--- config.mk ---
export PLATFORM = sky130hd
export DESIGN_NAME = icache_controller
export DESIGN_NICKNAME = d
export VERILOG_FILES = /design/src/rtl/xentry_pkg.sv /design/src/rtl/sat_counter.sv /design/src/rtl/icache_controller.sv
export SDC_FILE = /design/constraint.sdc
export NUM_CORES = 1
export LEC_CHECK = 0
export CORE_MARGIN = 5
export CORE_UTILIZATION = 40
export DETAILED_ROUTE_END_ITERATION = 10
export PLACE_DENSITY = 0.73
export REMOVE_ABC_BUFFERS = 1
export SLEW_MARGIN = 20
export SYNTH_ARGS = -nofsm -noshare
export SYNTH_HDL_FRONTEND = slang
export SYNTH_SLANG_ARGS = --single-unit
--- constraint.sdc ---
create_clock -name clk -period 4.8 [get_ports clk]
set_clock_uncertainty 0.2 [all_clocks]
set_input_delay 1.2 -clock clk [delete_from_list [all_inputs] [get_ports clk]]
set_output_delay 1.2 -clock clk [all_outputs]
set_load 0.005 [all_outputs]
--- src/rtl/xentry_pkg.sv ---
// xentry_pkg: shared instruction-cache request and controller state types
package xentry_pkg;
  typedef enum logic {OP_FETCH, OP_FLUSH} icache_op_e;
  typedef enum logic [1:0] {IDLE, FILL, REFETCH} icache_state_e;
endpackage

--- src/rtl/sat_counter.sv ---
// sat_counter: counter that sticks at all-ones instead of wrapping
module sat_counter #(
  parameter int WIDTH = 16
) (
  input  logic             clk,
  input  logic             inc,
  input  logic             clear,
  output logic [WIDTH-1:0] count
);
  always_ff @(posedge clk)
    count <= clear ? '0 : (inc && !(&count)) ? count + 1'b1 : count;
endmodule

--- src/rtl/icache_controller.sv ---
// icache_controller: fetch/flush handshake, hit service and L2 line-fill sequencing
module icache_controller
  import xentry_pkg::*;
#(
  parameter int LINE_SIZE  = 32,
  parameter int XLEN       = 32,
  parameter int STAT_WIDTH = 16
) (
  input  logic                  clk,
  input  logic                  reset,
  input  logic                  pipe_req_valid,
  input  icache_op_e            pipe_req_op,
  output logic                  pipe_req_fulfilled,
  output logic                  l2_req_valid,
  input  logic                  l2_req_fulfilled,
  output logic                  load_mode,
  output logic                  perform_write,
  output logic                  clear_selected_valid_bit,
  output logic                  finish_new_line_install,
  output logic                  set_new_l2_block_address,
  output logic                  reset_counter,
  output logic                  decrement_counter,
  input  logic                  counter_done,
  input  logic                  valid_block_match,
  output logic [STAT_WIDTH-1:0] hit_count,
  output logic [STAT_WIDTH-1:0] miss_count
);
  if (XLEN != 32 || LINE_SIZE < 4 || LINE_SIZE % 4 != 0) begin : g_bad_cfg
    $error("icache_controller: only XLEN=32 with a word-multiple LINE_SIZE is supported");
  end
  icache_state_e state, state_n;
  logic hit_inc, miss_inc;
  always_ff @(posedge clk)
    state <= reset ? IDLE : state_n;
  always_comb begin
    state_n                  = state;
    pipe_req_fulfilled       = 1'b0;
    l2_req_valid             = 1'b0;
    load_mode                = 1'b0;
    perform_write            = 1'b0;
    clear_selected_valid_bit = 1'b0;
    finish_new_line_install  = 1'b0;
    set_new_l2_block_address = 1'b0;
    reset_counter            = 1'b0;
    decrement_counter        = 1'b0;
    hit_inc                  = 1'b0;
    miss_inc                 = 1'b0;
    case (state)
      IDLE: if (pipe_req_valid) begin
        if (pipe_req_op == OP_FLUSH) begin
          clear_selected_valid_bit = 1'b1;
          pipe_req_fulfilled       = 1'b1;
        end else if (valid_block_match) begin
          pipe_req_fulfilled = 1'b1;
          hit_inc            = 1'b1;
        end else begin
          // valid bit is dropped now so an aborted fill never leaves a stale line
          set_new_l2_block_address = 1'b1;
          reset_counter            = 1'b1;
          clear_selected_valid_bit = 1'b1;
          miss_inc                 = 1'b1;
          state_n                  = FILL;
        end
      end
      FILL: begin
        load_mode    = 1'b1;
        l2_req_valid = 1'b1;
        if (l2_req_fulfilled) begin
          perform_write           = 1'b1;
          finish_new_line_install = counter_done;
          decrement_counter       = !counter_done;
          state_n                 = counter_done ? REFETCH : FILL;
        end
      end
      REFETCH: begin
        pipe_req_fulfilled = 1'b1;
        state_n            = IDLE;
      end
      default: state_n = IDLE;
    endcase
  end
  sat_counter #(.WIDTH(STAT_WIDTH)) u_hit  (.clk(clk), .inc(hit_inc),  .clear(reset), .count(hit_count));
  sat_counter #(.WIDTH(STAT_WIDTH)) u_miss (.clk(clk), .inc(miss_inc), .clear(reset), .count(miss_count));
  a_req_stable: assert property (@(posedge clk) disable iff (reset)
    (pipe_req_valid && !pipe_req_fulfilled) |=> (!pipe_req_valid || $stable(pipe_req_op)));
  a_write_in_load: assert property (@(posedge clk) disable iff (reset) perform_write |-> load_mode);
  a_install_vs_clear: assert property (@(posedge clk) disable iff (reset)
    !(finish_new_line_install && clear_selected_valid_bit));
endmodule

### Word level (Yosys, flattened, before mapping)

Index checks and enable logic that the tools add are counted.

* register bits after elaboration: 34
* bits of input ports: 7
* output and inout bits: 41
* word-level logic and storage cells: 47

* $add $sub $neg: 2
* equal/unequal tests: 6
* muxes and demuxes: 27
* reductions and logical operators: 9

Operators with widths (count)
* 16-bit by 1-bit adder with 16-bit output, second input constant: 2
* 16-bit AND reduction: 2
* 1-bit two-way mux: 20
* 2-bit two-way mux: 5
* 2-bit inequality test, second input constant: 4
* 2-bit one-hot mux with 2 select lines: 1
* 4-bit AND reduction: 1
* 1-bit logical NOT: 3
* 2-bit by 1-bit == test with 1-bit output, second input constant: 1
* 2-bit == test, second input constant: 1
* 1-bit logical AND: 2
* 2-bit logical NOT: 1
* 1-bit one-hot mux with 2 select lines: 1

### Depth between registers and ports, before layout

Gate-level depths: netlist of run 1.

* depth in word-level cells: 5
* gate-level depth with buffers: 7
* depth with buffers taken out: 5

### By module

A second synthesis of run 1 with hierarchy kept.

* cells, all modules: 214
* area, all modules: 1835.5 µm²

Modules (own cells, without submodules)
* sat_counter: instances 2, cells each 96, area each 833.3 µm², seq. area each 320.3 µm²
* icache_controller: instances 1, cells each 22, area each 168.9 µm², seq. area each 40.0 µm²

### Worst setup path after synthesis of run 1

OpenSTA, ideal clock, no wires.

* path kind: input to output
* start point: input valid_block_match
* end point: output set_new_l2_block_address
* arrival time: 2038 ps
* required time: 3400 ps
* setup slack: 1362 ps
* cell stages on the path: 5
* path buffers: 2
* cells stage by stage: nor3b_1 > nand2_1 > clkbuf_1 > inv_1 > buf_4

* cells in the longest elaborated chain, start to end: 4

Ends and longest elaborated chain
* from (decl): RTL line icache_controller.sv:24 `input logic valid_block_match,`
* 1-bit two-way mux (4 in a row)
* to (decl): RTL line icache_controller.sv:20 `output logic set_new_l2_block_address,`

Every way passes these cells.

### Worst setup path after layout of run 1

* start point: input valid_block_match
* end point: output reset_counter

* cells in the longest elaborated chain, start to end: 4

Ends and longest elaborated chain
* 1-bit two-way mux: RTL line icache_controller.sv:53 `end else if (valid_block_match) begin`
* 1-bit two-way mux: RTL line icache_controller.sv:50 `if (pipe_req_op == OP_FLUSH) begin`
* 1-bit two-way mux: RTL line icache_controller.sv:49 `IDLE: if (pipe_req_valid) begin`
* 1-bit two-way mux: RTL line icache_controller.sv:48 `case (state)`
* to (decl): RTL line icache_controller.sv:21 `output logic reset_counter,`

Every way passes these cells.

==> impl_metrics.tcl, run 1 <==
set metrics [dict create \
    p_int_mw 0.417 \
    cts_tree "done" \
    hold_class "reg -> reg" \
    top_layer_used "met4" \
    min_period_over_period_pct 86.7 \
    num_antenna_cells 0 \
    hold_buffers 0 \
    clk_pin_slew_ns 0.07 \
    max-vdd-ir-drop_uv 167 \
    dieWidth_um 78.1 \
    outcome "complete, no violations" \
    htree_levels 2 \
    met2_length_um 2150 \
    drive_gt1_share_pct 9.03 \
    drc_errors 0 \
    post_cts_buffers 0 \
    ctsResizeCount 0 \
    port_buffers 47 \
    finalSetupViolCount 0 \
    wl_met3_um 331 \
    yosysWarningCount 0 \
    nets 285 \
    drt-met1-wl_um 2220 \
    cts_buffers 5 \
    syn_avg_cell_area_um2 8.06 \
    drt_iter0_drc 101 \
    start_util_pct 42.0 \
    power_frac_comb_pct 6.3 \
    synth_cell_types 38 \
    hold_start "u_hit.count[11]" \
    slew_violations 0 \
    min_period_ns 4.16 \
    ios 48 \
    postSynthCellCount 230 \
    seq_power_share_pct 52.5 \
    die_h_um 78.1 \
    rows 24 \
    synth_seq_area_share_pct 36.7 \
    leakagePower_nw 0.734 \
    netlist_area_um2 1850 \
    gp_congestion 0.773 \
    fin_tns_setup_ns 0 \
    r2r_start "state[1]" \
    design.core.area_um2 4410 \
    register_area_um2 681 \
    worstPathArrival_ns 2.76 \
    dp_hpwl_um 3420 \
    dieArea_um2 6090 \
    insertion_delay_ns 0.29 \
    max_cap_violations 0 \
    pwr-share-clk_pct 41.2 \
    firstDrtPassIters 4 \
    yosysTopAreaCell "dfxtp_1" \
    avgRoutedWirePerCell_um 14.5 \
    syn_to_final_growth_pct 33.3 \
    cp-end-kind "output port" \
    grt_max_degree 28 \
    synthTopCellsByArea "dfxtp_1 (37%), or4_1 (6.5%), a21oi_1 (6.2%)" \
    cts-root-buf "clkbuf_8" \
    crit_chain "clkdlybuf4s50_1 -> nor3b_1 -> nand2_1 -> inv_1 -> clkdlybuf4s50_1" \
    fill_cells 442 \
    antenna_found_initial 0 \
    max-clock-path-buffers 2 \
    whs_ns 0.318 \
    final_common_cell "clkdlybuf4s50_1" \
    startpoint_type "input port" \
    worstSetupPathType "in -> out" \
    cp_max_fo 5 \
    cp_slowest_cell "clkdlybuf4s50_1" \
    vias 1948 \
    synth_seq_cells 34 \
    hold_viol 0 \
    worst_pin_slew_ns 1.01 \
    grt.overflow.total 0 \
    grt_pass1_vias 1765 \
    multi_input_area_um2 1090 \
    cts.sinks 34 \
    final_cell_mix "clkdlybuf4s50_1 (47), dfxtp_1 (34), a21oi_1 (23)" \
    slew-limit-headroom_pct 32.6 \
    pwr_density_cell_nw_per_um2 221 \
    required_ns 3.40 \
    max_stage_delay_ns 0.54 \
    wl_um 4760 \
    swShare_pct 23.5 \
    crit_top_cell "clkdlybuf4s50_1" \
    cp-startpoint "valid_block_match" \
    grt_pass1_wl_um 7950 \
    grt_use_total_pct 15.8 \
    viasPerCell 5.92 \
    p_switching_mw 0.128 \
    max_freq_ghz 0.240 \
    yosys.area.top_type_share_pct 36.7 \
    rsz0062_at_grt "false" \
    ant_nets 0 \
]
==> sequential cells by signal, indices dropped and copies added (netlist names) <==
signal        flops
u_hit.count      16
state             2
u_miss.count     16
==> power by group through the flow <==
stage | clock network [mW] | logic, mW | registers [mW]
after detailed placement | 0 | 0.0346 | 0.292
after floorplan | 0 | 0.0110 | 0.292
after global placement | 0 | 0.0343 | 0.292
after global routing | 0.244 | 0.0375 | 0.286
after CTS | 0.233 | 0.0348 | 0.286
final | 0.224 | 0.0345 | 0.286
==> critical path, delay by kind of cell <==
family	cells	cell delay [ns]
and+or+nand+nor	2	0.39
buffers and inverters	3	1.17
==> Yosys cell counts <==
| library cell | n |
|---|---|
| nor3_1 | 12 |
| buf_2 | 1 |
| o31ai_1 | 15 |
| buf_1 | 1 |
| mux2i_1 | 1 |
| and4_1 | 3 |
| o41a_1 | 1 |
| nand2b_1 | 2 |
| a21oi_1 | 23 |
| nand3_1 | 15 |
| nand2_1 | 11 |
| and2_1 | 2 |
| or2_2 | 2 |
| or4b_4 | 1 |
| a31oi_1 | 1 |
| and3_1 | 2 |
| a211oi_1 | 2 |
| a2111oi_0 | 1 |
| or4_1 | 16 |
| or3_1 | 4 |
| nor4b_1 | 1 |
| mux2_2 | 5 |
| nor2_1 | 13 |
| nor2b_1 | 7 |
| o21ba_2 | 1 |
| buf_4 | 2 |
| nand3b_1 | 1 |
| clkbuf_1 | 9 |
| dfxtp_1 | 34 |
| nor4_1 | 9 |
| and2b_2 | 1 |
| nor3b_1 | 1 |
| inv_1 | 8 |
| ha_1 | 2 |
| o21ai_0 | 7 |
| a41oi_1 | 1 |
| nand4_1 | 11 |
| or4_2 | 1 |
==> cell type report <==
class	instances	share of cell area [%]
sequential	34	27.6
clock buffer	6	3.34
inverter	8	1.22
clock inverter	2	0.507
multi-input combinational	175	44.2
tap	52	2.63
timing repair buffer	52	20.6
==> cells by family after synthesis <==
| group | share of synthesized area (%) |
|---|---|
| AND/OR/NAND/NOR | 36.2 |
| AO/OA/AOI/OAI | 17.4 |
| flip-flops | 36.7 |
| buffers and inverters | 4.73 |
| multiplexers | 3.58 |
| adder cells (fa/ha/maj) | 1.35 |
==> path summary, 6_finish.rpt <==
kind / endpoint / slack [ns] / cells after the start
setup / recovery: reset_counter / 0.64 / 5
setup reg to reg: u_hit.count[10] / 2.26 / 4
hold reg to reg: u_hit.count[11] / 0.32 / 2
hold / removal: u_hit.count[11] / 0.32 / 2
==> metal layers <==
metal / up-vias / GRT usage (%)
met3: 6 / 5.72
met4: 0 / 6.08
met1: 908 / 19.5
met2: 55 / 25.0
met5: - / 0
li1: 979 / -
==> metrics by stage <==
step	instance area [um2]	worst slack [ns]	instances	total power [mW]	utilization, %
after global routing	2470	0.531	329	0.568	56.0
after global placement	2370	0.621	321	0.327	53.8
final	2470	0.639	329	0.545	56.0
after floorplan	1800	1.53	217	0.303	-
after detailed placement	2370	0.644	321	0.327	53.8
after CTS	2470	0.622	329	0.554	56.0
No activity file was read; power rests on OpenSTA's default activity.
==> run 2: changes to the inputs <==
- PLACE_DENSITY: 0.73 -> 0.74
==> impl_metrics.tcl, run 2 (synthesized netlist as in run 1, its figures left out) <==
set metrics [dict create \
    hold_viol 0 \
    clk_pin_slew_ns 0.07 \
    slew_violations 0 \
    drc_errors 0 \
    place_inst 321 \
    hold_buffers 0 \
    seq_power_share_pct 52.6 \
    swShare_pct 23.3 \
    grt.overflow.total 0 \
    avgRoutedWirePerCell_um 14.5 \
    viasPerCell 5.98 \
    nets 285 \
    design.core.area_um2 4410 \
    leakagePower_nw 0.734 \
    rsz0062_at_grt "false" \
    firstDrtPassIters 4 \
    fin_tns_setup_ns 0 \
    outcome "complete, no violations" \
    drt_iter0_drc 105 \
    grt_use_total_pct 15.6 \
    port_buffers 47 \
    p_int_mw 0.417 \
    final_common_cell "clkdlybuf4s50_1" \
    antenna_found_initial 0 \
    htree_levels 2 \
    gp_congestion 0.823 \
    cts_tree "done" \
    hold_class "reg -> reg" \
    num_antenna_cells 0 \
    die_h_um 78.1 \
    cp-end-kind "output port" \
    worst_pin_slew_ns 0.659 \
    startpoint_type "input port" \
    ios 48 \
    cp-startpoint "valid_block_match" \
    dieWidth_um 78.1 \
    max-clock-path-buffers 2 \
    worst-path-buf-inv 3 \
    max_stage_delay_ns 0.53 \
    crit_top_cell "clkdlybuf4s50_1" \
    pwr-share-clk_pct 41.1 \
    ctsResizeCount 0 \
    final_cell_mix "clkdlybuf4s50_1 (47), dfxtp_1 (34), a21oi_1 (23)" \
    grt_pass1_wl_um 8080 \
    pwr_density_cell_nw_per_um2 220 \
    dp_hpwl_um 3410 \
    rows 24 \
    cts_buffers 5 \
    cts.sinks 34 \
    max-vdd-ir-drop_uv 157 \
    cp_top_family "buffers and inverters" \
    cp_max_fo 5 \
    worstPathArrival_ns 2.78 \
    min_period_ns 4.18 \
    grt_max_degree 16 \
    grt_pass1_vias 1812 \
    max_cap_violations 0 \
    stdcell_count 329 \
    ant_nets 0 \
    r2r_start "state[1]" \
    max_freq_ghz 0.239 \
    cts-root-buf "clkbuf_8" \
    wl_um 4760 \
    post_cts_buffers 0 \
    dieArea_um2 6090 \
    power_frac_comb_pct 6.3 \
    rr_endpoint "u_hit.count[15]" \
    slew-limit-headroom_pct 55.7 \
    crit_chain "clkdlybuf4s50_1 -> nor3b_1 -> nand2_1 -> inv_1 -> clkdlybuf4s50_1" \
    r2r_setup_slack_ns 2.25 \
    p_switching_mw 0.126 \
    drive_gt1_share_pct 9.03 \
    r2r_cells 4 \
    insertion_delay_ns 0.29 \
    min_period_over_period_pct 87.2 \
    hold_start "u_hit.count[3]" \
    required_ns 3.40 \
    reg.largest.list "u_hit.count: 16 flops, u_miss.count: 16 flops, state: 2 flops" \
    endpoint "set_new_l2_block_address" \
    fill_cells 416 \
    vias 1968 \
    worstSetupPathType "in -> out" \
    finalSetupViolCount 0 \
    cp.depth 5 \
    cp_slowest_cell "clkdlybuf4s50_1" \
    syn_to_final_growth_pct 33.3 \
    start_util_pct 42.0 \
]
[run 2: cell counts in the layout (fill, tap and decap cells not counted)]
No cell type changed its count.
[run 2: power by group through the flow]
stage               Combinational, mW  Sequential, mW  Clock (mW)
detailed placement             0.0342           0.292           0
global route                   0.0374           0.286       0.242
finish                         0.0341           0.286       0.223
CTS                            0.0344           0.286       0.230
floorplan                      0.0110           0.292           0
global placement               0.0339           0.292           0
[run 2: area by class of cell]
class | instances | area, um2 | area share [%]
clock buffer | 6 | 82.6 | 3.34
clock inverter | 2 | 12.5 | 0.507
inverter | 8 | 30.0 | 1.22
multi-input combinational | 175 | 1090 | 44.2
sequential | 34 | 681 | 27.6
tap | 52 | 65.1 | 2.63
timing repair buffer | 52 | 508 | 20.6
[run 2: worst min-delay path by stage]
stage                     slack, ns              end  depth (start not counted)
after global routing           0.36   u_hit.count[3]                          2
after floorplan                0.28  u_hit.count[11]                          2
after CTS                      0.32   u_hit.count[3]                          2
final                          0.32   u_hit.count[3]                          2
after global placement         0.30  u_hit.count[11]                          2
after detailed placement       0.31   u_hit.count[3]                          2
[run 2: worst reg2reg max path: stages (launching register included)]
cell and delay, ns:
dfxtp_1 0.35, or4b_4 0.58, or4_1 0.68, or4_1 0.52, a21oi_1 0.15
[run 2: routing by layer]
| layer | vias up | GRT usage [%] | wire length (um) |
|---|---|---|---|
| met5 | - | 0 | 0 |
| met4 | 0 | 4.22 | 36 |
| met3 | 6 | 5.84 | 353 |
| met2 | 79 | 25.1 | 2200 |
| met1 | 906 | 19.6 | 2170 |
| li1 | 977 | - | - |
[run 2: per-stage QoR]
stage | power (mW) | setup slack (ns) | utilization [%] | hold slack (ns) | area [um2]
after global routing | 0.565 | 0.497 | 56.0 | 0.358 | 2470
after CTS | 0.550 | 0.614 | 56.0 | 0.322 | 2470
final | 0.543 | 0.616 | 56.0 | 0.321 | 2470
after detailed placement | 0.327 | 0.629 | 53.8 | 0.309 | 2370
after floorplan | 0.303 | 1.53 | - | 0.283 | 1800
after global placement | 0.326 | 0.617 | 53.8 | 0.298 | 2370
==> run 3: changes to the inputs <==
- DONT_BUFFER_PORTS: unset -> 1
- PLACE_DENSITY: 0.74 -> 0.6
==> impl_metrics.tcl, run 3 (synthesized netlist as in run 1, its figures left out) <==
set metrics [dict create \
    port_buffers 0 \
    vias 1725 \
    drc_errors 0 \
    cts_tree "done" \
    pwr_density_cell_nw_per_um2 253 \
    max-vdd-ir-drop_uv 169 \
    slew_violations 0 \
    gp_congestion 0.824 \
    leakagePower_nw 0.547 \
    grt.overflow.total 0 \
    slew-limit-headroom_pct 51.6 \
    cts-root-buf "clkbuf_8" \
    reg.largest.list "u_hit.count: 16 flops, u_miss.count: 16 flops, state: 2 flops" \
    worst-path-buf-inv 1 \
    ant_nets 0 \
    finalSetupViolCount 0 \
    start_util_pct 42.0 \
    min_period_ns 3.47 \
    max-clock-path-buffers 2 \
    dieArea_um2 6090 \
    drive_gt1_share_pct 8.41 \
    cp_slowest_cell "nand2_1" \
    htree_levels 2 \
    final_cell_mix "dfxtp_1 (34), a21oi_1 (23), or4_1 (16)" \
    place_inst 271 \
    cp-end-kind "output port" \
    insertion_delay_ns 0.28 \
    rsz0062_at_grt "false" \
    fin_tns_setup_ns 0 \
    antenna_found_initial 0 \
    cp-startpoint "valid_block_match" \
    grt_use_total_pct 14.7 \
    worstSetupPathType "in -> out" \
    cp_top_family "simple AND/OR/NAND/NOR gates" \
    worst_pin_slew_ns 0.720 \
    r2r_start "state[1]" \
    die_h_um 78.1 \
    grt_pass1_vias 1548 \
    grt_pass1_wl_um 7470 \
    outcome "complete, no violations" \
    ios 48 \
    nets 235 \
    crit_chain "nor3b_1 -> nand2_1 -> inv_1" \
    hold_buffers 0 \
    hold_class "reg -> reg" \
    max_stage_delay_ns 0.34 \
    ctsResizeCount 0 \
    worstPathArrival_ns 2.07 \
    num_antenna_cells 0 \
    design.core.area_um2 4410 \
    dieWidth_um 78.1 \
    viasPerCell 6.21 \
    wl_um 4450 \
    rows 24 \
    drt_iter0_drc 89 \
    cp_max_fo 16 \
    post_cts_buffers 0 \
    min_period_over_period_pct 72.2 \
    max_cap_violations 0 \
    max_freq_ghz 0.288 \
    dp_hpwl_um 3120 \
    clk_pin_slew_ns 0.06 \
    firstDrtPassIters 4 \
    grt_max_degree 41 \
    required_ns 3.40 \
    cts.sinks 34 \
    avgRoutedWirePerCell_um 16.0 \
    cts_buffers 5 \
    hold_viol 0 \
    syn_to_final_growth_pct 5.67 \
    startpoint_type "input port" \
    stdcell_count 278 \
    hold_start "u_hit.count[11]" \
    final_common_cell "dfxtp_1" \
]
## run 3: cell count changes in the layout (fill, tap and decap cells not counted), sizes merged
| cell | change |
|---|---|
| clkinv | -1 |
| clkbuf | +1 |
| clkinvlp | -1 |
| buf | -3 |
| clkdlybuf4s50 | -47 |
## run 3: final timing paths
| kind | to | slack (ns) | cells after the start |
|---|---|---|---|
| max | reset_counter | 1.33 | 3 |
| min | u_hit.count[11] | 0.33 | 2 |
| max reg2reg | u_hit.count[15] | 2.28 | 4 |
| min reg2reg | u_hit.count[11] | 0.33 | 2 |
## run 3: metrics by stage
step | util, % | worst slack, ns | total power, mW | hold slack (ns) | area (um2)
3_5_place_dp | 42.6 | 1.32 | 0.306 | 0.324 | 1880
5_1_grt | 44.4 | 1.24 | 0.518 | 0.366 | 1960
2_1_floorplan | - | 1.53 | 0.303 | 0.283 | 1800
6_report | 44.4 | 1.33 | 0.496 | 0.334 | 1960
4_1_cts | 44.4 | 1.32 | 0.505 | 0.340 | 1960
3_3_place_gp | 42.6 | 1.33 | 0.306 | 0.330 | 1880
## run 3: area by class of cell
| class | count | area [um2] |
|---|---|---|
| clock buffers | 7 | 76.3 |
| fillers | 449 | 2460 |
| inverters | 8 | 30.0 |
| multi-input cells | 175 | 1090 |
| flip-flops and latches | 34 | 681 |
| well taps | 52 | 65.1 |
| repair buffers | 2 | 15.0 |
## run 3: report_power, final
group	internal (mW)	switching, mW
clock	0.0998	0.0968
sequential	0.284	0.00274
combinational	0.00533	0.00756
total	0.389	0.107
## run 3: metal layers
layer / wire, um / global-route usage (%) / part of all wire (%)
met5: 0 / 0 / 0
met4: 76 / 5.57 / 1.7
met3: 411 / 5.95 / 9.2
met2: 2000 / 23.4 / 45
met1: 1960 / 17.7 / 44
## run 3: worst min-delay path, cell delays in order (launching register included)
cell and delay (ns):
dfxtp_1 0.35, o31ai_1 0.08, a21oi_1 0.06
